[src/rtl/conv_28_24_ctrl_if.sv]
// Signal bundle between the 28x28 window scheduler and its environment:
// layer sequencer handshake, image RAM read port, filter datapath and result RAM write port.
interface conv_28_24_ctrl_if #(
    parameter int AW    = 10,
    parameter int PIX_W = 9,
    parameter int SUM_W = 15,
    parameter int K     = 5
);
    logic                   start;
    logic                   busy;
    logic                   done;
    logic                   img_rd;
    logic [AW-1:0]          img_addr;
    logic [PIX_W-1:0]       img_data;
    logic [K*K*PIX_W-1:0]   win;
    logic                   flt_start;
    logic [SUM_W-1:0]       flt_out;
    logic                   flt_end;
    logic                   res_we;
    logic [AW-1:0]          res_addr;
    logic [SUM_W-1:0]       res_data;

    // master: the scheduler, which owns the RAM strobes and the filter trigger
    modport master (
        input  start, img_data, flt_out, flt_end,
        output busy, done, img_rd, img_addr, win, flt_start, res_we, res_addr, res_data
    );

    modport slave (
        output start, img_data, flt_out, flt_end,
        input  busy, done, img_rd, img_addr, win, flt_start, res_we, res_addr, res_data
    );
endinterface

[src/rtl/conv_28_24_ctrl.sv]
// Sweeps a 5x5 window over a 28x28 image, fires the filter per window and writes 24x24 sums.
// state | meaning
// IDLE  | waiting for start
// FETCH | one image read per cycle (25 on refill, 5 on step)
// DRAIN | last read data lands in the window
// FIRE  | one-cycle flt_start
// WAIT  | hold window until flt_end, latch flt_out
// WRITE | res_we pulse, advance ox/oy
// DONE  | done pulse, back to IDLE
module conv_28_24_ctrl #(
    parameter int IMG_W = 28,
    parameter int K     = 5,
    parameter int PIX_W = 9,
    parameter int SUM_W = 15,
    parameter int AW    = 10
) (
    input  logic                 clk,
    input  logic                 reset,
    conv_28_24_ctrl_if.master    bus
);

    localparam int OUT_W = IMG_W - K + 1;
    localparam int WIN_W = K * K * PIX_W;
    localparam int CW    = $clog2(OUT_W);
    localparam int RW    = $clog2(K);
    localparam int FW    = $clog2(K * K + 1);

    typedef enum logic [2:0] {
        S_IDLE, S_FETCH, S_DRAIN, S_FIRE, S_WAIT, S_WRITE, S_DONE
    } state_t;

    state_t             state_q, state_d;
    logic [CW-1:0]      oy_q, oy_d;
    logic [CW-1:0]      ox_q, ox_d;
    logic [RW-1:0]      fetch_row_q, fetch_row_d;
    logic [FW-1:0]      fetch_cnt_q, fetch_cnt_d;
    logic [AW-1:0]      img_addr_q, img_addr_d;
    logic               rd_vld_q, rd_vld_d;
    logic [RW-1:0]      rd_row_q, rd_row_d;
    logic [PIX_W-1:0]   col_q [K];
    logic [PIX_W-1:0]   col_d [K];
    logic [WIN_W-1:0]   win_q, win_d;
    logic [AW-1:0]      res_addr_q, res_addr_d;
    logic [SUM_W-1:0]   res_data_q, res_data_d;

    always_ff @(posedge clk) begin
        if (reset) begin
            state_q     <= S_IDLE;
            oy_q        <= '0;
            ox_q        <= '0;
            fetch_row_q <= '0;
            fetch_cnt_q <= '0;
            img_addr_q  <= '0;
            rd_vld_q    <= 1'b0;
            rd_row_q    <= '0;
            col_q       <= '{default: '0};
            win_q       <= '0;
            res_addr_q  <= '0;
            res_data_q  <= '0;
        end else begin
            state_q     <= state_d;
            oy_q        <= oy_d;
            ox_q        <= ox_d;
            fetch_row_q <= fetch_row_d;
            fetch_cnt_q <= fetch_cnt_d;
            img_addr_q  <= img_addr_d;
            rd_vld_q    <= rd_vld_d;
            rd_row_q    <= rd_row_d;
            col_q       <= col_d;
            win_q       <= win_d;
            res_addr_q  <= res_addr_d;
            res_data_q  <= res_data_d;
        end
    end

    always_comb begin
        state_d     = state_q;
        oy_d        = oy_q;
        ox_d        = ox_q;
        fetch_row_d = fetch_row_q;
        fetch_cnt_d = fetch_cnt_q;
        img_addr_d  = img_addr_q;
        rd_vld_d    = 1'b0;
        rd_row_d    = fetch_row_q;
        res_addr_d  = res_addr_q;
        res_data_d  = res_data_q;

        case (state_q)
            S_IDLE: begin
                if (bus.start) begin
                    state_d     = S_FETCH;
                    oy_d        = '0;
                    ox_d        = '0;
                    fetch_row_d = '0;
                    fetch_cnt_d = FW'(K * K);
                    img_addr_d  = '0;
                end
            end
            S_FETCH: begin
                rd_vld_d    = 1'b1;
                fetch_cnt_d = fetch_cnt_q - FW'(1);
                if (fetch_cnt_q == FW'(1)) begin
                    state_d = S_DRAIN;
                end else if (fetch_row_q == RW'(K - 1)) begin
                    // bottom of a column: jump back to the top row, one column right
                    fetch_row_d = '0;
                    img_addr_d  = img_addr_q - AW'((K - 1) * IMG_W) + AW'(1);
                end else begin
                    fetch_row_d = fetch_row_q + RW'(1);
                    img_addr_d  = img_addr_q + AW'(IMG_W);
                end
            end
            S_DRAIN: state_d = S_FIRE;
            S_FIRE:  state_d = S_WAIT;
            S_WAIT: begin
                if (bus.flt_end) begin
                    state_d    = S_WRITE;
                    res_data_d = bus.flt_out;
                    res_addr_d = AW'(oy_q) * AW'(OUT_W) + AW'(ox_q);
                end
            end
            S_WRITE: begin
                fetch_row_d = '0;
                if (ox_q != CW'(OUT_W - 1)) begin
                    state_d     = S_FETCH;
                    ox_d        = ox_q + CW'(1);
                    fetch_cnt_d = FW'(K);
                    img_addr_d  = AW'(oy_q) * AW'(IMG_W) + AW'(ox_q) + AW'(K);
                end else if (oy_q != CW'(OUT_W - 1)) begin
                    state_d     = S_FETCH;
                    ox_d        = '0;
                    oy_d        = oy_q + CW'(1);
                    fetch_cnt_d = FW'(K * K);
                    img_addr_d  = (AW'(oy_q) + AW'(1)) * AW'(IMG_W);
                end else begin
                    state_d = S_DONE;
                end
            end
            S_DONE:  state_d = S_IDLE;
            default: state_d = S_IDLE;
        endcase
    end

    // Pixels collect per column; the fifth one pushes the whole column into win.
    always_comb begin
        col_d = col_q;
        win_d = win_q;
        if (rd_vld_q) begin
            col_d[rd_row_q] = bus.img_data;
            if (rd_row_q == RW'(K - 1)) begin
                for (int r = 0; r < K; r++) begin
                    for (int c = 0; c < K - 1; c++) begin
                        win_d[WIN_W-1-PIX_W*(r*K+c) -: PIX_W] =
                            win_q[WIN_W-1-PIX_W*(r*K+c+1) -: PIX_W];
                    end
                    win_d[WIN_W-1-PIX_W*(r*K+K-1) -: PIX_W] = col_d[r];
                end
            end
        end
    end

    assign bus.busy      = (state_q != S_IDLE) && (state_q != S_DONE);
    assign bus.done      = (state_q == S_DONE);
    assign bus.img_rd    = (state_q == S_FETCH);
    assign bus.img_addr  = img_addr_q;
    assign bus.win       = win_q;
    assign bus.flt_start = (state_q == S_FIRE);
    assign bus.res_we    = (state_q == S_WRITE);
    assign bus.res_addr  = res_addr_q;
    assign bus.res_data  = res_data_q;

endmodule

[src/flat_wrapper.sv]
// flat-port wrapper written by rule: the top's interface ports become plain ports
module conv_28_24_ctrl_flat 
#(
    parameter int IMG_W = 28,
    parameter int K     = 5,
    parameter int PIX_W = 9,
    parameter int SUM_W = 15,
    parameter int AW    = 10
)
  (clk, reset, bus_start, bus_img_data, bus_flt_out, bus_flt_end, bus_busy, bus_done, bus_img_rd, bus_img_addr, bus_win, bus_flt_start, bus_res_we, bus_res_addr, bus_res_data);
  conv_28_24_ctrl_if #(.AW(AW), .PIX_W(PIX_W), .SUM_W(SUM_W), .K(K)) bus_i ();
  input  logic clk;
  input  logic reset;
  input wire logic [$bits(bus_i.start)-1:0] bus_start;
  input wire logic [$bits(bus_i.img_data)-1:0] bus_img_data;
  input wire logic [$bits(bus_i.flt_out)-1:0] bus_flt_out;
  input wire logic [$bits(bus_i.flt_end)-1:0] bus_flt_end;
  output wire logic [$bits(bus_i.busy)-1:0] bus_busy;
  output wire logic [$bits(bus_i.done)-1:0] bus_done;
  output wire logic [$bits(bus_i.img_rd)-1:0] bus_img_rd;
  output wire logic [$bits(bus_i.img_addr)-1:0] bus_img_addr;
  output wire logic [$bits(bus_i.win)-1:0] bus_win;
  output wire logic [$bits(bus_i.flt_start)-1:0] bus_flt_start;
  output wire logic [$bits(bus_i.res_we)-1:0] bus_res_we;
  output wire logic [$bits(bus_i.res_addr)-1:0] bus_res_addr;
  output wire logic [$bits(bus_i.res_data)-1:0] bus_res_data;
  assign bus_i.start = bus_start;
  assign bus_i.img_data = bus_img_data;
  assign bus_i.flt_out = bus_flt_out;
  assign bus_i.flt_end = bus_flt_end;
  assign bus_busy = bus_i.busy;
  assign bus_done = bus_i.done;
  assign bus_img_rd = bus_i.img_rd;
  assign bus_img_addr = bus_i.img_addr;
  assign bus_win = bus_i.win;
  assign bus_flt_start = bus_i.flt_start;
  assign bus_res_we = bus_i.res_we;
  assign bus_res_addr = bus_i.res_addr;
  assign bus_res_data = bus_i.res_data;
  conv_28_24_ctrl #(.IMG_W(IMG_W), .K(K), .PIX_W(PIX_W), .SUM_W(SUM_W), .AW(AW)) u_core (.clk(clk), .reset(reset), .bus(bus_i));
endmodule
[config.mk]
export PLATFORM = sky130hd
export DESIGN_NAME = conv_28_24_ctrl_flat
export DESIGN_NICKNAME = d
export VERILOG_FILES = /design/src/rtl/conv_28_24_ctrl_if.sv /design/src/rtl/conv_28_24_ctrl.sv /design/src/flat_wrapper.sv
export SDC_FILE = /design/constraint.sdc
export NUM_CORES = 1
export LEC_CHECK = 0
export CAP_MARGIN = 20
export CORE_UTILIZATION = 45
export DETAILED_ROUTE_END_ITERATION = 8
export GPL_TIMING_DRIVEN = 0
export HOLD_SLACK_MARGIN = 0.03
export PLACE_DENSITY_LB_ADDON = 0.08
export SKIP_CTS_REPAIR_TIMING = 1
export SYNTH_ARGS = -nofsm -noshare
export SYNTH_HDL_FRONTEND = slang
export SYNTH_SLANG_ARGS = --single-unit
[constraint.sdc]
create_clock -name clk -period 3.7 [get_ports clk]
set_input_delay 1.11 -clock clk [delete_from_list [all_inputs] [get_ports clk]]
set_output_delay 1.11 -clock clk [all_outputs]
set_load 0.03 [all_outputs]
-- Word level (Yosys, flattened, before mapping)
Cells that the tools add are included.
- RAM bits: 0
- bits of input ports: 28
- register bits: 330
- output and inout bits: 265
- logic and storage cells: 97
- latch bits: 0
- memories: 0
- memory bits (read-only): 0
- shift operators: 0
- $lt $le $gt $ge: 2
- divide/modulo/power cells: 0
- reduce and logical (&&, ||, !) cells: 14
- muxes and demuxes: 31
- eq/ne operators: 19
- bitwise gates (word level): 1
- add/subtract/negate cells: 11
- $mul: 3
- operators by type and width (kind ; count):
    $mux 10 ; 5
    $bwmux 45 ; 1
    $mux 5 ; 8
    $pmux 10 s3 ; 1
    $demux 9 s3 ; 1
    $mux 3 ; 8
    $add 10x5->10 ; 2
    $pmux 5 s2 ; 2
    $pmux 3 s6 ; 1
    $eq 3x3->1 const B ; 5
    $pmux 5 s3 ; 1
    $reduce_and 3->1 ; 4
    $add 10x1->10 const B ; 1
    $add 10x3->10 const B ; 1
    $add 10x5->10 const B ; 1
    $add 5x1->5 const B ; 2
    $mul 10x3->8 const B ; 1
    $ne 5x5->1 const B ; 2
    $sub 10x7->10 const B ; 1
    $mux 9 ; 1
    $pmux 3 s3 ; 1
    $mul 5x3->8 const B ; 1
    $ne 2x2->1 const B ; 4
    $reduce_and 4->1 ; 2
    19 further kinds ; 24

-- Logic depth before layout (Yosys ltp)
Gate-level depths: netlist of run 1.
- depth after elaboration: 6
- gate-level depth with buffers: 13
- mapped depth without buffers: 13

-- Worst setup path after synthesis of run 1
Ideal clock, no wire load.
- path type: reg-to-reg
- start: register u_core.oy_q[2]
- end: register u_core.img_addr_q[9] (netlist: u_core.bus.img_addr[9])
- path slack: 209 ps
- data arrival time: 3408 ps
- setup time: 83 ps
- cell stages (with the launch flop): 14
- clock period less this slack: 3491 ps
- path buffers: 0
- path through: dfxtp_1 > ha_1 > nand2_1 > xnor2_1 > inv_1 > fa_1 > inv_1 > ha_1 > a211oi_1 > nor2_1 > o21ba_2 > o21ai_0 > or4bb_1 > o221ai_1
- longest elaborated chain between the ends: 5
- elaborated cells between the ends (all ways): 11
- RTL lines (item ; line ; RTL):
    start, declared ; conv_28_24_ctrl.sv:33 ; logic [CW-1:0] oy_q, oy_d;
    start signal, assigned ; conv_28_24_ctrl.sv:62 ; oy_q <= oy_d;
    $mul 5x3->8 or $add 5x1->6 (tied branches) ; conv_28_24_ctrl.sv:128, conv_28_24_ctrl.sv:134 ;
    $add 10x5->10 or $mul 10x3->8 (tied branches) ; conv_28_24_ctrl.sv:128, conv_28_24_ctrl.sv:134 ;
    $add 10x3->10 or $mux 10 (tied branches) ; conv_28_24_ctrl.sv:128, conv_28_24_ctrl.sv:129 ;
    $mux 10 ; conv_28_24_ctrl.sv:124 ; if (ox_q != CW'(OUT_W - 1)) begin
    $pmux 10 s3 ; conv_28_24_ctrl.sv:88 ; case (state_q)
    end signal, assigned ; conv_28_24_ctrl.sv:66 ; img_addr_q <= img_addr_d;
    end, declared ; conv_28_24_ctrl.sv:37 ; logic [AW-1:0] img_addr_q, img_addr_d;
Parallel ways exist; a longest one is shown, timed or not. The select of a mux whose other input is x is not followed.
A chain may end at the register's enable or synchronous reset.

-- Worst setup path in the final report of run 1
- start: register u_core.state_q[2]
- end: output port bus_img_rd
- longest elaborated chain between the ends: 1
- RTL lines (item ; line ; RTL):
    start, declared ; conv_28_24_ctrl.sv:32 ; state_t state_q, state_d;
    start signal, assigned ; conv_28_24_ctrl.sv:61 ; state_q <= state_d;
    $eq 3x1->1 ; conv_28_24_ctrl.sv:164 ; assign bus.img_rd = (state_q == S_FETCH);
    end, declared ; flat_wrapper.sv:20 ; output wire logic [$bits(bus_i.img_rd)-1:0] bus_img_rd;
Every way passes these cells.

==> impl_results.md, run 1 <==
- Leak: 5.95 nW
- Worst hold margin: 451 ps
- Ys flop type: dfxtp_1
- Cts bufs inserted: 35
- Starting density of the core: 46.3%
- Worst skew pair latency: 520 ps
- CP peak stage delay: 660 ps
- # DRC: 0
- Critical path startpoint category: flip-flop
- Area delta synth->final: 35.2%
- Top cell type by total area after synthesis: dfxtp_1
- Final setup margin: 111 ps
- Worst-case clock buffer depth: 3
- FFs w/ async S/R, synth: 0%
- Reg2Reg Depth: 13
- Setup WS pre-CTS: -256 ps
- Syn Inst Count: 1664
- Total global routing overflow: 0
- Die Height: 172 microns
- MaxCap Viol Count: 0
- Initial antenna violation count: 0
- Worst clock skew: 14.5 ps
- Die ar.: 29600 sq um
- Routed Wire Length: 38.7 mm
- CTS tree: done
- Max FO, Critical Path: 11
- Synth Warn #: 0
- CP Capture Type: primary output
- Largest cells by area after synthesis: dfxtp_1 (49%), nand2_1 (17%), a21oi_1 (12%)
- Synth unique cells: 56
- Via density: 5.15
- PD cells: 459 nW/um^2
- Number of cells on the critical path: 4
- Largest net degree at the start of global routing: 14
- Via count: 12300
- Share of layout cells above drive strength 1: 3.72%
- Max Freq: 0.279 GHz
- Vias in the first global route: 11600
- # clock sinks: 321
- Worst Path Required: 2590 ps
- # IOs: 293
- Final setup viols: 0
- Min cycle time layout: 3590 ps
- Setup TNS: 0 ps
- H-Tree Level Count: 2
- Worst path cell trace: clkinv_1 > nand2_2 > clkinvlp_4 > clkdlybuf4s50_1
- Hold path cells: 2
- Fin. Hold Viols: 0
- Slew HR: 31.8%
- CP Class: reg2out
- GR Util All Layers: 25.8%
- Status: complete, no violations
- CP delay by family, top: buffers and inverters
- Worst path slowest cell: clkdlybuf4s50_1
- CTS clock-pin slew for the worst setup and hold paths: 60 ps
- Worst hold path class: reg2reg
- Synth top cells by count: nand2_1 (597), dfxtp_1 (321), a21oi_1 (320)
- Root buf cell: clkbuf_16
- DR WL/cell: 16.2 microns
- Worst vdd ir: 317 uV
- Synthesized flop and latch total: 321
- Initial drt markers: 822
- Mean post-synth cell area: 7.81 sq um
- Inserted Diodes: 0
- Final worst path period share: 97.0%
- Synthesized area: 13000 sq um
- Sequential area share after synthesis: 49.4%
- Die width: 172 microns
- Post-synth EDFFs: 0
- RSZ-0062 raised after global routing: no
- Worst EP arrival: 2480 ps
- Nets: 2067
- IO buf count: 291
- Most common cell in the netlist: nand2_1
- Slew Limit Fails: 0
- Multi-input gate area: 6090 sq um
- Sequential standard cell area: 6430 sq um
- Core area: 28100 sq um
- 1st-pass router iterations: 7
- Post-DP HPWL: 28.6 mm
- First-pass GRT wire length: 60.6 mm
- FP Rows: 61
- GP Congestion: 0.864
- Antenna-violating nets left: 0
- Fillcell total: 2594
- Worst Path Buf+Inv: 3
- Slew @ Worst Pin: 1020 ps
- Synth top area share: 49.4%
- Syn nets: 1740
-- through the flow --
stage               cells  util [%]  instance area [sq um]  power, mW
global route         2395      62.6                  17600       8.39
detailed placement   2333      58.4                  16400       4.70
global placement     2333      58.4                  16400       4.68
finish               2395      62.6                  17600       8.07
floorplan            1664         -                  13000       4.38
CTS                  2396      62.4                  17500       8.11
-- worst register-to-register path: stages, from the launching register on --
cell and delay, ps:
dfxtp_1 440, clkbuf_2 260, nand2_1 160, xnor2_4 260, inv_1 90, fa_1 510
inv_1 70, ha_1 310, a211oi_1 210, nor2_1 100, o21ba_2 210, o21ai_0 140
or4bb_1 540, o221ai_1 90
-- area by class of cell --
| cell class | count | area share (%) |
|---|---|---|
| well taps | 378 | 2.69 |
| clock inverters | 8 | 0.363 |
| plain buffers | 106 | 2.32 |
| flip-flops and latches | 321 | 36.6 |
| multi-input cells | 1203 | 34.6 |
| repair buffers | 291 | 16.6 |
| inverters | 33 | 0.726 |
| clock buffers | 55 | 6.10 |
-- layer usage --
| metal | GRT usage [%] | part of all wire, % | vias to the layer above |
|---|---|---|---|
| met5 | 0 | 0 | - |
| met4 | 8.27 | 2.5 | 0 |
| met3 | 7.07 | 8.4 | 71 |
| met2 | 42.0 | 45 | 401 |
| met1 | 33.0 | 44 | 5699 |
| li1 | - | - | 6166 |
-- cells in the final DEF, fill, tap and decap left out, types with 5 or more instances in the layout --
master / netlist / final
nand2_1: 597 / 596
a21oi_1: 320 / 320
dfxtp_1: 321 / 318
clkdlybuf4s50_1: 0 / 291
clkbuf_1: 95 / 102
nor2_1: 49 / 49
clkbuf_16: 0 / 36
ha_1: 36 / 35
inv_1: 31 / 30
o21ai_0: 26 / 26
nor3_1: 18 / 18
xnor2_1: 17 / 15
fa_1: 12 / 12
nand3_1: 10 / 10
buf_1: 10 / 10
a211oi_1: 10 / 10
clkbuf_8: 0 / 10
nand2b_1: 9 / 9
xor2_1: 9 / 8
a21o_1: 6 / 6
a22oi_1: 6 / 6
or3_1: 6 / 6
and3_1: 5 / 5
o211ai_1: 5 / 5
o22ai_1: 5 / 5
a31oi_1: 5 / 5
-- final timing paths --
path	from	endpoint	slack [ps]
setup / recovery	u_core.state_q[2]	bus_img_rd	110
hold reg to reg	u_core.bus.res_data[8]	u_core.bus.res_data[8]	450
hold / removal	u_core.bus.res_data[8]	u_core.bus.res_data[8]	450
setup reg to reg	u_core.oy_q[0]	u_core.bus.img_addr[9]	230
-- flip-flops by register name, indices dropped and copies added (netlist names) --
signal	count
u_core.bus.win	225
u_core.fetch_row_q	3
u_core.rd_row_q	3
u_core.col_q	36
u_core.oy_q	5
u_core.bus.res_addr	10
u_core.rd_vld_q	1
u_core.ox_q	5
u_core.bus.img_addr	10
u_core.fetch_cnt_q	5
u_core.state_q	3
u_core.bus.res_data	15
-- power by group --
group | internal [mW] | total [mW] | switching, mW
Clock | 2.00 | 3.42 | 1.42
Sequential | 3.55 | 3.65 | 0.105
Combinational | 0.372 | 0.990 | 0.618
Total | 5.92 | 8.07 | 2.14
-- kinds of logic after synthesis --
kind of cell             Yosys count  share of synthesized area [%]
AO/OA/AOI/OAI                    404                           16.7
XOR/XNOR                          26                           1.75
adder cells (fa/ha/maj)           48                           5.31
buffers and inverters            140                           4.11
flip-flops                       321                           49.4
multiplexers                       2                          0.154
AND/OR/NAND/NOR                  723                           22.5
Note: power is estimated with default switching activity, not from simulation.
==> inputs of run 2 (changes only) <==
--- a/config.mk
+++ b/config.mk
@@ -10,8 +10,11 @@
 export DETAILED_ROUTE_END_ITERATION = 8
 export GPL_TIMING_DRIVEN = 0
 export HOLD_SLACK_MARGIN = 0.03
+export MAX_ROUTING_LAYER = met4
 export PLACE_DENSITY_LB_ADDON = 0.08
+export RECOVER_POWER = 50
 export SKIP_CTS_REPAIR_TIMING = 1
+export SLEW_MARGIN = 20
 export SYNTH_ARGS = -nofsm -noshare
 export SYNTH_HDL_FRONTEND = slang
 export SYNTH_SLANG_ARGS = --single-unit
==> impl_results.md, run 2 (synthesis results as in run 1) <==
- Status: finished with violations
- Failing checks: max-capacitance violations, max-slew violations
- Largest net degree at the start of global routing: 15 (+1)
- DR WL/cell: 16.1 microns (-0.62%)
- H-Tree Level Count: 2 (unchanged)
- Met1 usage: 33.3% (+0.31 points)
- Final worst path period share: 96.8% (-0.21 points)
- Total power: 7.97 mW (-1.1%)
- Worst clock skew: 15.5 ps (+1.02 ps)
- Die Height: 172 microns (unchanged)
- Reg-to-Reg End: u_core.bus.img_addr[9]
- Worst-case clock buffer depth: 3 (unchanged)
- Antenna-violating nets left: 0 (unchanged)
- Max reg flops: 225 (unchanged)
- Nets: 2066 (-0.048%)
- Initial antenna violation count: 0 (unchanged)
- Share of layout cells above drive strength 1: 3.52% (-0.19 points)
- Via density: 5.15 (about the same)
- # DRC: 0 (unchanged)
- Reg2Reg Depth: 13 (unchanged)
- Initial drt markers: 789 (-4.0%)
- Max Freq: 0.279 GHz (+0.21%)
- Leak: 6.04 nW (+1.5%)
- Core area: 28100 sq um (unchanged)
- GP Congestion: 0.867 (+0.34%)
- Worst vdd ir: 255 uV (-20%)
- Post-DP HPWL: 28.4 mm (-0.69%)
- CP Capture Type: flip-flop
- GR Util All Layers: 26.4% (+0.57 points)
- Commonest non-fill, non-tap cell in the layout: nand2_1
- FP Rows: 61 (unchanged)
- # clock sinks: 321 (unchanged)
- Endpoint, Worst Hold: u_core.bus.res_data[7]
- Flop-to-flop setup slack: 120 ps (-110 ps)
- RSZ-0062 raised after global routing: yes
- Met3 GRT Util: 5.93% (-1.1 points)
- Worst hold path class: reg2reg
- Min cycle time layout: 3580 ps (-7.60 ps)
- Worst hold margin: 449 ps (-2.64 ps)
- # IOs: 293 (unchanged)
- 1st-pass router iterations: 5 (-2)
- Final setup margin: 119 ps (+7.60 ps)
- Fillcell total: 2615 (+0.81%)
- Slew HR: -22.9% (-55 points)
- Fin. Hold Viols: 0 (unchanged)
- Fin util: 62.3% (-0.24 points)
- Placed Area: 16400 sq um (unchanged)
- Critical path startpoint category: flip-flop
- CP Class: reg2reg
- PD cells: 455 nW/um^2 (-0.77%)
- Most frequent cells in the layout: nand2_1 (596), a21oi_1 (320), dfxtp_1 (319), clkdlybuf4s50_1 (258), clkbuf_1 (106)
- MaxCap Viol Count: 1 (+1)
- Die ar.: 29600 sq um (unchanged)
- Worst Path Required: 4110 ps (+1520 ps)
- CTS clock-pin slew for the worst setup and hold paths: 60 ps (about the same)
- Cts bufs inserted: 34 (-2.9%)
- First-pass GRT wire length: 60.4 mm (-0.36%)
- Final setup viols: 0 (unchanged)
- Cells after DPL: 2333 (unchanged)
- Area delta synth->final: 34.7%
- HP Start: u_core.bus.res_data[7]
- Hold path cells: 2 (unchanged)
- Worst skew pair latency: 500 ps (-20 ps)
- GR peak layer: met2
- Inserted Diodes: 0 (unchanged)
- Via count: 12300 (-0.12%)
- Vias in the first global route: 11700 (+0.060%)
- CTS tree: done
- Reg-to-Reg Start: u_core.oy_q[2]
- Crit path from: u_core.oy_q[2]
- Finished Cell Area: 17500 sq um (-0.38%)
- Layout Cells excl Fill: 2393 (-0.084%)
- Slew Limit Fails: 10 (+10)
- Total global routing overflow: 0 (unchanged)
- Starting density of the core: 46.3% (unchanged)
- Die width: 172 microns (unchanged)
- Max FO, Critical Path: 11 (unchanged)
- Worst EP arrival: 3990 ps (+1510 ps)
- IO buf count: 291 (unchanged)
- Setup TNS: 0 ps (unchanged)
- Routed Wire Length: 38.4 mm (-0.71%)
- Met2 Use GR: 42.8% (+0.75 points)
- Setup WS pre-CTS: -257 ps (-1.12 ps)
- Root buf cell: clkbuf_16
- Slew @ Worst Pin: 1820 ps (+798 ps)
run 2: cell types whose count changed in the layout (fill, tap and decap cells not counted), sizes merged:
cell / previous run / this run
buf: 12 / 7
bufinv: 0 / 1
clkinv: 6 / 8
clkdlybuf4s50: 291 / 258
dlygate4sd3: 0 / 33
run 2: cell type report:
type,count,area (sq um),share of cell area [%]
buffer,106,408,2.33
clock buffer,50,1000,5.72
clock inverter,11,96.3,0.550
inverter,33,128,0.729
multi-input combinational,1203,6060,34.6
sequential,321,6430,36.7
tap,378,473,2.70
timing repair buffer,291,2910,16.6
run 2: critical path: stages (launching register included):
cell      delay, ps
dfxtp_2         520
ha_1            250
nand2_1          90
xnor2_2         340
inv_1           120
fa_1            520
inv_1            70
ha_1            320
a211oi_1        220
nor2_1           90
o21ba_2         210
o21ai_0         120
or4bb_1         530
o221ai_1         90
run 2: worst max-delay path by stage:
stage | to | slack (ps) | depth (start not counted)
4_1_cts | u_core.bus.img_addr[9] | -280 | 13
3_3_place_gp | u_core.bus.img_addr[9] | -180 | 13
5_1_grt | u_core.bus.img_addr[9] | -130 | 13
6_report | u_core.bus.img_addr[9] | 120 | 13
2_1_floorplan | u_core.bus.img_addr[9] | 210 | 13
3_5_place_dp | u_core.bus.img_addr[9] | -260 | 13
run 2: power breakdown:
part / internal (mW) / switching, mW
Clock: 1.96 / 1.39
Combinational: 0.371 / 0.610
Sequential: 3.55 / 0.101
Total: 5.88 / 2.10
run 2: metal layers:
layer,vias up,wire [microns],part of all wire (%)
met1,5707,17200,45
met4,0,707,1.8
met3,56,2830,7.3
met2,375,17700,46
li1,6184,-,-
met5,-,0,0
